[config.mk]
export PLATFORM = sky130hd
export DESIGN_NAME = frame_filler
export DESIGN_NICKNAME = d
export VERILOG_FILES = /design/src/rtl/frame_filler_pkg.sv /design/src/rtl/frame_filler_addr_gen.sv /design/src/rtl/frame_filler.sv
export SDC_FILE = /design/constraint.sdc
export NUM_CORES = 1
export LEC_CHECK = 0
export ABC_AREA = 0
export CORE_MARGIN = 2
export CORE_UTILIZATION = 34
export CTS_BUF_LIST = sky130_fd_sc_hd__clkbuf_4
export DETAILED_ROUTE_END_ITERATION = 10
export PLACE_DENSITY = 0.86
export SYNTH_ARGS = -nofsm -noshare
export SYNTH_HDL_FRONTEND = slang
export SYNTH_SLANG_ARGS = --single-unit
export TNS_END_PERCENT = 20
[constraint.sdc]
create_clock -name clk -period 2.8 [get_ports clk]
set_input_delay 0.42 -clock clk [delete_from_list [all_inputs] [get_ports clk]]
set_output_delay 0.42 -clock clk [all_outputs]
set_load 0.005 [all_outputs]
[src/rtl/frame_filler_pkg.sv]
// Shared frame-buffer constants: FSM encodings, burst geometry and DRAM address layout.
// Latency: n/a (types, constants and a pure function only).
// Backpressure: n/a.
package frame_filler_pkg;

  typedef enum logic [1:0] {
    ST_IDLE  = 2'd0,
    ST_CMD   = 2'd1,
    ST_DATA1 = 2'd2
  } ff_state_t;

  // One row is 1024 pixels of 4 bytes, i.e. 4 KB.
  localparam int ROW_SHIFT       = 12;
  // Pixels per burst (two 128-bit words).
  localparam int BURST_PIX       = 8;
  // The address FIFO takes addresses in 8-byte units.
  localparam int ADDR_UNIT_SHIFT = 3;
  // A 32-byte burst is 4 address units, so xb starts at bit 2.
  localparam int XB_LSB          = 2;
  localparam int Y_LSB           = ROW_SHIFT - ADDR_UNIT_SHIFT;
  localparam int FRAME_LSB       = Y_LSB + 10;

  // Builds {6'b0, frame_sel, y, xb, 2'b00}. The line engine uses the same layout.
  function automatic logic [30:0] fb_addr(input logic [5:0] frame_sel,
                                          input logic [9:0] y,
                                          input logic [6:0] xb);
    fb_addr = (31'(frame_sel) << FRAME_LSB) | (31'(y) << Y_LSB) | (31'(xb) << XB_LSB);
  endfunction

endpackage

[src/rtl/frame_filler_addr_gen.sv]
// Burst position counters (xb, y) with end-of-frame detect and DRAM address build.
// Latency: addr/last are combinational from the counters; counters update one cycle after clear/advance.
// Backpressure: none internally; the owner pulses advance only on an accepted final word.
module fb_addr_gen
  import frame_filler_pkg::*;
#(
  parameter int WIDTH  = 800,
  parameter int HEIGHT = 600
) (
  input  logic        clk,
  input  logic        rst,
  input  logic        clear,
  input  logic        advance,
  input  logic [5:0]  frame_sel,
  output logic [30:0] addr,
  output logic        last
);

  localparam logic [6:0] XB_LAST = 7'(WIDTH / BURST_PIX - 1);
  localparam logic [9:0] Y_LAST  = 10'(HEIGHT - 1);

  logic [6:0] xb;
  logic [9:0] y;

  // Raster-order position: step along the row, then wrap to the next row.
  always_ff @(posedge clk) begin
    if (rst || clear) begin
      xb <= '0;
      y  <= '0;
    end else if (advance) begin
      if (xb == XB_LAST) begin
        xb <= '0;
        y  <= y + 10'd1;
      end else begin
        xb <= xb + 7'd1;
      end
    end
  end

  // Final burst of the frame, and the burst address of the current position.
  always_comb begin
    last = (xb == XB_LAST) && (y == Y_LAST);
    addr = fb_addr(frame_sel, y, xb);
  end

endmodule

[src/rtl/frame_filler.sv]
// Fills a whole frame buffer with one colour via paired address/write-data FIFO pushes.
// Latency: first push the cycle after acceptance; 2 cycles per burst unstalled.
// Backpressure: CMD waits for both FIFOs not full; DATA1 waits only on the write-data FIFO.
module frame_filler
  import frame_filler_pkg::*;
#(
  parameter int WIDTH  = 800,
  parameter int HEIGHT = 600
) (
  input  logic         clk,
  input  logic         rst,
  input  logic         FF_valid,
  input  logic [23:0]  FF_color,
  input  logic [31:0]  FF_frame,
  output logic         FF_ready,
  input  logic         af_full,
  output logic         af_wr_en,
  output logic [30:0]  af_addr_din,
  input  logic         wdf_full,
  output logic         wdf_wr_en,
  output logic [127:0] wdf_din,
  output logic [15:0]  wdf_mask_din
);

  ff_state_t   state, state_nxt;
  logic [23:0] color_q;
  logic [5:0]  frame_q;
  logic        accept;
  logic        cmd_push;
  logic        data1_push;
  logic        last;
  logic        advance;

  // Only the 4 MB frame-select bits of the base address matter.
  logic frame_unused;
  assign frame_unused = ^{FF_frame[31:28], FF_frame[21:0]};

  // Request capture and push conditions shared by next-state and output logic.
  always_comb begin
    accept     = (state == ST_IDLE) && FF_valid;
    cmd_push   = (state == ST_CMD) && !af_full && !wdf_full;
    data1_push = (state == ST_DATA1) && !wdf_full;
    advance    = data1_push && !last;
  end

  // State register plus colour/frame latches sampled only on acceptance.
  always_ff @(posedge clk) begin
    if (rst) begin
      state   <= ST_IDLE;
      color_q <= '0;
      frame_q <= '0;
    end else begin
      state <= state_nxt;
      if (accept) begin
        color_q <= FF_color;
        frame_q <= FF_frame[27:22];
      end
    end
  end

  // Next state: CMD/DATA1 alternate per burst; end-of-frame is checked before advancing.
  always_comb begin
    state_nxt = state;
    case (state)
      ST_IDLE:  if (FF_valid) state_nxt = ST_CMD;
      ST_CMD:   if (cmd_push) state_nxt = ST_DATA1;
      ST_DATA1: if (data1_push) state_nxt = last ? ST_IDLE : ST_CMD;
      default:  state_nxt = ST_IDLE;
    endcase
  end

  // Outputs: address and word 0 go together; word 1 follows on its own.
  always_comb begin
    FF_ready     = (state == ST_IDLE);
    af_wr_en     = cmd_push;
    wdf_wr_en    = cmd_push || data1_push;
    wdf_din      = {4{8'h00, color_q}};
    wdf_mask_din = 16'h0000;
  end

  fb_addr_gen #(
    .WIDTH  (WIDTH),
    .HEIGHT (HEIGHT)
  ) u_addr_gen (
    .clk       (clk),
    .rst       (rst),
    .clear     (accept),
    .advance   (advance),
    .frame_sel (frame_q),
    .addr      (af_addr_din),
    .last      (last)
  );

endmodule

==> results.yml <==
synth:
  synth_compound_area_frac: 0.106
  synthAdderAreaFrac: 0.00839
  synth_top_family_by_area: "buffers and inverters"
  syn_area_per_cell_um2: 7.87
  synthSimpleGateAreaFrac: 0.193
  netlist_top_cells_count: "128 x buf_4, 68 x nand2_1, 49 x dfxtp_1, 41 x a21oi_1"
  synthMuxAreaShare: 0.00336
  synth.area.top_cells: "dfxtp_1 33%, buf_4 32%, nand2_1 8.6%"
  synth-edff-count: 0
  synth_flop_cell: "dfxtp_1"
  async_flop_share: 0
  synth-warning-count: 0
  syn-cell-area_um2: 2980
  ys_seq_elements: 49
  yosysMostFrequentCell: "buf_4"
  synth_cell_types: 40
  yosys.area.top_type: "dfxtp_1"
  synth_top_area_frac: 0.329
  yosysSeqAreaShare: 0.329
  synth_xor_area_frac: 0.0117
  postSynthCellCount: 379
critical_path:
  required_ns: 2.38
  r2r.worst_path.cells: 4
  worst_setup_path_end_kind: "output port"
  cp_max_fo: 7
  critPathMaxStageDelay_ns: 0.50
  worstPathCellList: "clkdlybuf4s50_1, or3b_1, nand2_1, clkdlybuf4s50_1"
  crit_arrival_ns: 1.98
  start_kind: "primary input"
  rrSetupSlack_ns: 0.66
  crit_path_frequent_cell: "clkdlybuf4s50_1"
  path_class: "in2out"
  slowest_stage: "clkdlybuf4s50_1"
place:
  gp_congestion: 0.814
  dp_hpwl_um: 5530
  portBuffers: 156
  place_area_um2: 3920
layout:
  nets: 525
  drive_above_1_share: 0.0497
  area_delta_synth_final_pct: 34.1
  diodes: 0
  design_area_um2: 4000
  multiInputGateArea_um2: 1180
  seqCellArea_um2: 981
  finalCoreUtilization: 0.465
  fill_cells: 837
floorplanning:
  die-height_um: 97.6
  fp.coreArea_um2: 8590
  row_count: 34
  die_area_um2: 9530
  io_pins: 239
  start_util: 0.347
  fp.dieW_um: 97.6
drt:
  routed.top_layer: "met4"
  dr.pass1.iters: 4
  avgRoutedWirePerCell_um: 12.2
  wl_met1_um: 2790
  wl_met2_um: 3580
  drc: 0
  routed_via_density: 4.40
  wl_met3_um: 528
  drtIter0Drc: 79
  vias: 2513
  routed_wl_um: 6980
  final_antenna_net_count: 0
timing:
  rsz0062_at_grt: "false"
  max_slew_margin: 0.653
  slew_violations: 0
  max_clock_freq_mhz: 417
  timing.hold.ws_ns: 0.464
  setup-violations-final: 0
  final.setup.tns_ns: 0
  layout_min_cycle_time_ns: 2.40
  finalHoldViolCount: 0
  skew_ns: 0.0101
  min_period_over_period: 0.856
  worstMarginPinSlew_ns: 0.513
global_routing:
  antenna_found_initial: 0
  gr-usage-all-layers: 0.139
  grt_pass1_vias: 2329
  overflow: 0
  grt_max_degree: 31
  grt_pass1_wl_um: 11300
pwr:
  power_uw: 1510
  power_per_cell_area_nw_per_um2: 379
  ir_drop_mv: 0.162
  cellLeakagePower_uw: 0.00149
clocking:
  clkSinkCount: 49
  cts_resized: 0
  clock_latency_ns: 0.35
  cts.clk_slew.worst_paths_ns: 0.13
  ctsHoldBuffers: 0
  cts_tree: "yes"
  postCtsSetupBuffers: 0
  root_buffer: "clkbuf_4"
  clock_path_buffers: 2
  cts_made_buffers: 5
  cts_max_level: 2
outcome:
  outcome: "completed"
flow_run:
  max_cap_viol_count: 0
worst_hold_path:
  whs_path_depth: 2
  min_path_type: "reg2reg"
per-stage QoR:
step / std cells / setup slack (ns)
finish: 571 / 0.404
global route: 571 / 0.331
CTS: 571 / 0.393
detailed placement: 563 / 0.251
global placement: 563 / 0.288
floorplan: 434 / 0.793
routing by layer:
layer | vias to the layer above | track usage
li1 | 1230 | -
met1 | 1150 | 0.159
met2 | 125 | 0.255
met3 | 8 | 0.0317
met4 | 0 | 0.0470
met5 | - | 0
state kept, by name (all words and copies together), names as in the netlist:
signal,flops
u_addr_gen.y,10
u_addr_gen.xb,7
color_q,24
frame_q,6
state,2
cell families after synthesis:
logic type / after synthesis
AOI/OAI and AO/OA: 59
buffers and inverters: 145
adders and majority gates: 2
xor gates and xnor gates: 4
DFF: 49
other: 1
muxes: 1
and+or+nand+nor: 118
worst max-delay path, delay by kind of cell:
kind,cells,cell delay (ns)
simple gates,2,0.59
buf+inv,2,0.96
power breakdown:
part,internal [uW],total [uW],switching (uW)
sequential,727,760,33.0
clock,185,405,220
combinational,219,349,131
cells in the final DEF (no fill, tap or decap), types with 3 or more instances in the layout:
| cell type | count |
|---|---|
| a21oi_1 | 41 |
| buf_4 | 7 |
| clkbuf_4 | 5 |
| clkdlybuf4s50_1 | 156 |
| conb_1 | 56 |
| dfxtp_1 | 49 |
| inv_1 | 3 |
| nand2_1 | 68 |
| nand3_1 | 5 |
| nand3b_1 | 4 |
| nand4_1 | 5 |
| nor2_1 | 9 |
| nor3_1 | 3 |
| o21ai_0 | 11 |
| or3_1 | 5 |
| xor2_1 | 4 |
final cells by class:
cell class,instances,share of cell area
tap,108,0.0338
sequential,49,0.245
clock inverter,3,0.0103
timing repair buffer,163,0.404
inverter,3,0.00282
clock buffer,5,0.00939
multi-input combinational,240,0.295
final timing paths:
kind | start | endpoint
hold / removal | frame_q[0] | frame_q[0]
hold reg to reg | frame_q[0] | frame_q[0]
setup / recovery | wdf_full | wdf_wr_en
setup reg to reg | u_addr_gen.xb[2] | u_addr_gen.y[8]
Note: power is estimated with default switching activity, not from simulation.
